File: src/rtl/slave_out.sv
// rtl/slave_out.sv - slave-side serial read-data transmitter
// Fetches words from local memory and shifts them out LSB first after a valid/ready handshake.
module slave_out #(
  parameter int DATA_LEN  = 8,
  parameter int BURST_LEN = 12,
  parameter int ADDR_LEN  = 12
) (
  input  logic                 i_clk,
  input  logic                 i_reset,
  input  logic                 i_start,
  input  logic [ADDR_LEN-1:0]  i_start_addr,
  input  logic [BURST_LEN-1:0] i_burst_num,
  input  logic                 i_master_ready,
  input  logic [DATA_LEN-1:0]  i_mem_rd_data,
  output logic                 o_mem_rd_en,
  output logic [ADDR_LEN-1:0]  o_mem_addr,
  output logic                 o_slave_valid,
  output logic                 o_tx_data,
  output logic                 o_tx_done,
  output logic                 o_rd_complete,
  output logic                 o_busy
);

  localparam int CW = $clog2(DATA_LEN + 1);
  localparam int RW = BURST_LEN + 1;
  localparam logic [CW-1:0] LAST_BIT = CW'(DATA_LEN);
  localparam logic [RW-1:0] REM_ONE  = RW'(1);
  localparam logic [RW-1:0] REM_TWO  = RW'(2);

  typedef enum logic [1:0] {IDLE, FETCH, VALID, SEND} state_t;

  state_t              r_state, w_state_nxt;
  logic [ADDR_LEN-1:0] r_addr, w_addr_nxt;
  logic [RW-1:0]       r_rem, w_rem_nxt;
  logic [DATA_LEN-1:0] r_shift, w_shift_nxt;
  logic [DATA_LEN-1:0] r_next, w_next_nxt;
  logic [CW-1:0]       r_cnt, w_cnt_nxt;
  logic                r_pend;
  logic                r_rd_en, w_rd_en_nxt;
  logic                r_valid, w_valid_nxt;
  logic                r_tx, w_tx_nxt;
  logic                r_done, w_done_nxt;
  logic                r_busy, w_busy_nxt;
  logic                r_rdc, w_rdc_nxt;

  // r_rem counts words still to be sent, including the one in the shift register
  always_comb begin
    w_state_nxt = r_state;
    w_addr_nxt  = r_addr;
    w_rem_nxt   = r_rem;
    w_shift_nxt = r_shift;
    w_next_nxt  = r_pend ? i_mem_rd_data : r_next;
    w_cnt_nxt   = r_cnt;
    w_rd_en_nxt = 1'b0;
    w_valid_nxt = r_valid;
    w_tx_nxt    = r_tx;
    w_done_nxt  = r_done;
    w_busy_nxt  = r_busy;
    w_rdc_nxt   = 1'b0;
    case (r_state)
      IDLE: begin
        if (i_start) begin
          w_addr_nxt  = i_start_addr;
          w_rem_nxt   = {1'b0, i_burst_num} + REM_ONE;
          w_rd_en_nxt = 1'b1;
          w_done_nxt  = 1'b0;
          w_busy_nxt  = 1'b1;
          w_state_nxt = FETCH;
        end
      end
      FETCH: begin
        if (r_pend) begin
          w_shift_nxt = i_mem_rd_data;
          w_valid_nxt = 1'b1;
          w_state_nxt = VALID;
        end
      end
      VALID: begin
        if (i_master_ready) begin
          w_valid_nxt = 1'b0;
          w_tx_nxt    = r_shift[0];
          w_shift_nxt = r_shift >> 1;
          w_cnt_nxt   = CW'(1);
          w_state_nxt = SEND;
          if (r_rem > REM_ONE) begin
            w_rd_en_nxt = 1'b1;
            w_addr_nxt  = r_addr + 1'b1;
          end
        end
      end
      SEND: begin
        if (r_cnt != LAST_BIT) begin
          w_tx_nxt    = r_shift[0];
          w_shift_nxt = r_shift >> 1;
          w_cnt_nxt   = r_cnt + CW'(1);
        end else if (r_rem > REM_ONE) begin
          // word boundary: prefetched word goes straight out with no bubble
          w_rem_nxt   = r_rem - REM_ONE;
          w_tx_nxt    = r_next[0];
          w_shift_nxt = r_next >> 1;
          w_cnt_nxt   = CW'(1);
          if (r_rem > REM_TWO) begin
            w_rd_en_nxt = 1'b1;
            w_addr_nxt  = r_addr + 1'b1;
          end
        end else begin
          w_tx_nxt    = 1'b0;
          w_done_nxt  = 1'b1;
          w_busy_nxt  = 1'b0;
          w_rdc_nxt   = 1'b1;
          w_cnt_nxt   = '0;
          w_rem_nxt   = '0;
          w_state_nxt = IDLE;
        end
      end
      default: w_state_nxt = IDLE;
    endcase
  end

  always_ff @(posedge i_clk) begin
    if (i_reset) begin
      r_state <= IDLE;
      r_addr  <= '0;
      r_rem   <= '0;
      r_shift <= '0;
      r_next  <= '0;
      r_cnt   <= '0;
      r_pend  <= 1'b0;
      r_rd_en <= 1'b0;
      r_valid <= 1'b0;
      r_tx    <= 1'b0;
      r_done  <= 1'b1;
      r_busy  <= 1'b0;
      r_rdc   <= 1'b0;
    end else begin
      r_state <= w_state_nxt;
      r_addr  <= w_addr_nxt;
      r_rem   <= w_rem_nxt;
      r_shift <= w_shift_nxt;
      r_next  <= w_next_nxt;
      r_cnt   <= w_cnt_nxt;
      r_pend  <= r_rd_en;
      r_rd_en <= w_rd_en_nxt;
      r_valid <= w_valid_nxt;
      r_tx    <= w_tx_nxt;
      r_done  <= w_done_nxt;
      r_busy  <= w_busy_nxt;
      r_rdc   <= w_rdc_nxt;
    end
  end

  assign o_mem_rd_en   = r_rd_en;
  assign o_mem_addr    = r_addr;
  assign o_slave_valid = r_valid;
  assign o_tx_data     = r_tx;
  assign o_tx_done     = r_done;
  assign o_rd_complete = r_rdc;
  assign o_busy        = r_busy;

endmodule

File: config.mk
export PLATFORM = sky130hd
export DESIGN_NAME = slave_out
export DESIGN_NICKNAME = d
export VERILOG_FILES = /design/src/rtl/slave_out.sv
export SDC_FILE = /design/constraint.sdc
export NUM_CORES = 1
export LEC_CHECK = 0
export BUFFER_PORTS_ARGS = -buffer_cell sky130_fd_sc_hd__buf_4
export CORE_MARGIN = 2
export CORE_UTILIZATION = 55
export CTS_CLUSTER_SIZE = 28
export DETAILED_ROUTE_END_ITERATION = 16
export PLACE_DENSITY = 0.79
export SYNTH_ARGS = -nofsm -noshare
export SYNTH_HDL_FRONTEND = slang
export SYNTH_SLANG_ARGS = --single-unit
File: constraint.sdc
create_clock -name i_clk -period 4.88 [get_ports i_clk]
set_clock_uncertainty 0.05 [all_clocks]
set_input_delay 0.732 -clock i_clk [delete_from_list [all_inputs] [get_ports i_clk]]
set_output_delay 0.732 -clock i_clk [all_outputs]
set_load 0.05 [all_outputs]
==> qor.txt <==
Clk root buf -> clkbuf_8
Setup crit end kind -> flop
Final setup fails -> 0
Inst Count DP -> 499
Hold Vio Cnt, Final -> 0
CTS tree -> built
Core area -> 0.005574 sq mm
Final std cells w/o fill -> 507
Initial antenna violation count -> 0
PortBufs -> 53
H-tree depth -> 2
Clk Latency, worst-skew pair -> 0.32 ns
Fin nets -> 482
Layout cell share with drive strength beyond 1 -> 17.47%
Critical path required time -> 5.10 ns
Least-Margin Pin Slew -> 1.144 ns
Area Growth Syn to Fin -> 15.27%
Yosys cell types -> 60
Worst Setup SP -> r_state[0]$_SDFFE_PP0P_
Cell count of the worst reg-to-reg path -> 6
Fraction of registers with async set/reset -> 0%
Most Used Layer, Global Route -> met2
Final Total Pwr -> 2.396 mW
First-pass GRT wire length -> 13,840 um
Final worst path period share -> 64.40%
DP Area -> 0.003613 sq mm
Final WL -> 8425 um
Clock-pin transition on the worst setup and hold timing paths -> 0.11 ns
Vias per cell -> 6.406
GRT Resource Usage Total -> 26.96%
Synth Flop Type -> dfxtp_1
Static Leak -> 1.400 nW
Hold-fix buffers, CTS -> 0
Antenna Nets Post-Route -> 0
Final min period -> 3.143 ns
Post-CTS setup buffer count -> 0
EDFF count, synth -> 0
Fillcell total -> 506
Initial DRC count -> 219
DR WL/cell -> 16.62 um
Largest net degree at the start of global routing -> 51
Slowest stage cell, crit path -> nor2_1
Inserted Diodes -> 0
Critical path's largest stage delay -> 0.76 ns
Routing usage on met2 -> 43.50%
CTS Buffer Depth -> 2
FP Rows -> 27
Gr ovfl total -> 0
FMAX -> 318.2 MHz
RSZ-0062 raised after global routing -> no
Initial core utilization -> 57.76%
Number of I/O pins -> 54
Mapped Cells -> 395
Launch point of the worst reg-to-reg path -> r_state[0]$_SDFFE_PP0P_
Slew margin rel. -> 23.14%
Grt met3 use -> 4.045%
HP Class -> reg2reg
Net Count, Synth -> 443
Residual DRC count -> 0
MaxCap Viol Count -> 0
Critical-path cell list -> ha_1, inv_1, nor2_1, a311oi_4, nor3b_1, a41o_1
Grt met1 use -> 36.97%
Placer Congestion -> 0.9343
Post-Syn Area per Cell -> 8.150 sq um
Setup TNS -> 0 ns
Vias in the first global route -> 2,919
Startpoint Class -> flop
Capturing point of the worst reg2reg path -> r_shift[7]$_SDFFE_PP0P_
Mapped Area -> 0.003219 sq mm
Crit path DAT -> 3.36 ns
Synth Warn # -> 0
Final Slew Violations -> 0
Crit Path Category -> reg2reg
Die Area -> 0.006481 sq mm
Via count -> 3,248
Finished Cell Area -> 0.003711 sq mm
Clock sinks -> 54
Cts bufs inserted -> 5
Seq/Total Area, Yosys -> 33.58%
Crit path to -> r_shift[7]$_SDFFE_PP0P_
Resize count post-CTS -> 0
PD cells -> 645.6 mW/mm^2
Horiz. Die Dim -> 80.51 um
Crit-path max FO -> 20
Reg2reg setup slack -> 1.74 ns
Dpl hpwl -> 5987 um
#FFs+latches synth -> 54
Die Span Y -> 80.51 um
Status -> completed
Hold Worst Slack -> 0.4527 ns
Peak supply drop -> 0.3338 mV
DRT Pass-1 Iters -> 9
[per-layer routing]
layer  routed length, um  share of wire (%)
met3                 578                6.9
met1                3817                 45
met5                   0                  0
met4                 137                1.6
met2                3891                 46
[kinds of logic (layout without fill, tap and decap cells)]
family / Yosys count / count (layout) / synth area share [%]
multiplexers: 11 / 11 / 3.420
buffers and inverters: 33 / 73 / 4.508
flip-flops: 54 / 54 / 33.58
AND/OR/NAND/NOR: 154 / 154 / 23.94
adder cells (fa/ha/maj): 12 / 12 / 4.664
XOR/XNOR: 10 / 10 / 2.720
AO/OA/AOI/OAI: 121 / 121 / 27.17
[critical path, delay by kind of cell, from the launching register on]
kind	cells	cell delay [ns]
AO/OA/AOI/OAI	2	0.46
adder cells (fa/ha/maj)	1	0.64
buffers and inverters	1	0.44
flip-flops	1	0.43
AND/OR/NAND/NOR	2	1.06
[layout by cell type (no fill, tap or decap), types with 5 or more instances in the layout]
cell      instances
dfxtp_1          54
nor4_1           12
inv_1            10
buf_4            54
nor2_1           47
nand2_1          33
a22oi_1           6
a211oi_1         11
clkbuf_8          5
nand3_1          16
a21oi_1          25
o21ai_0          21
o31ai_1           6
ha_1             12
mux2i_1          11
a32oi_1           5
o311ai_0          7
a31oi_1           8
nor3_1           14
xor2_1            6
a222oi_1          7
[flip-flops by register name (all words and copies together) (netlist names), 2 cells and up]
signal	cells
r_next	8
r_shift	8
r_rem	13
r_cnt	4
o_mem_addr	12
r_state	2
[worst min path at each step]
stage | start | to | slack (ns) | cells after the start
after floorplan | r_next[1]$_SDFFE_PP0P_ | r_next[1]$_SDFFE_PP0P_ | 0.41 | 2
after global routing | o_mem_rd_en$_SDFF_PP0_ | r_pend$_SDFF_PP0_ | 0.47 | 1
final | o_mem_rd_en$_SDFF_PP0_ | r_pend$_SDFF_PP0_ | 0.45 | 1
after detailed placement | o_mem_rd_en$_SDFF_PP0_ | r_pend$_SDFF_PP0_ | 0.43 | 1
after global placement | r_next[0]$_SDFFE_PP0P_ | r_next[0]$_SDFFE_PP0P_ | 0.43 | 2
after CTS | o_mem_rd_en$_SDFF_PP0_ | r_pend$_SDFF_PP0_ | 0.45 | 1
[layout make-up]
class	count	area, sq um	area share (%)
sequential	54	1081	29.13
tap	72	90.09	2.428
multi-input combinational	308	1996	53.78
clock inverter	3	28.78	0.7755
clock buffer	5	68.82	1.854
inverter	11	41.29	1.113
timing repair buffer	54	405.4	10.92
[report_power, final]
part	total (mW)	switching (mW)	internal, mW
logic	1.37	0.922	0.451
registers	0.750	0.162	0.588
clock network	0.274	0.167	0.107
total	2.40	1.25	1.15
[per-stage QoR]
stage	util, %	setup slack, ns
2_1_floorplan	-	2.695
3_3_place_gp	64.83	2.033
3_5_place_dp	64.83	1.860
4_1_cts	66.58	1.857
5_1_grt	66.58	1.432
6_report	66.58	1.737
[Yosys cell counts, drive strengths merged, types with 4 or more instances]
| library cell | count | area, sq um |
|---|---|---|
| dfxtp | 54 | 1081 |
| xor2 | 6 | 52.55 |
| nor2 | 48 | 180.2 |
| clkbuf | 16 | 60.06 |
| or4 | 5 | 41.29 |
| nor3 | 15 | 86.34 |
| nor4 | 13 | 96.34 |
| o31ai | 7 | 57.55 |
| o311ai | 7 | 61.31 |
| o32ai | 4 | 35.03 |
| a222oi | 7 | 70.07 |
| nor2b | 4 | 25.02 |
| ha | 12 | 150.1 |
| mux2i | 11 | 110.1 |
| xnor2 | 4 | 35.03 |
| a32oi | 5 | 43.79 |
| o21ai | 21 | 105.1 |
| nand2 | 35 | 136.4 |
| buf | 6 | 43.79 |
| a21oi | 26 | 133.9 |
| nand3 | 16 | 80.08 |
| a211oi | 12 | 95.09 |
| a22oi | 6 | 45.04 |
| inv | 10 | 37.54 |
| a31oi | 8 | 50.05 |
(Power assumes the default switching activity.)
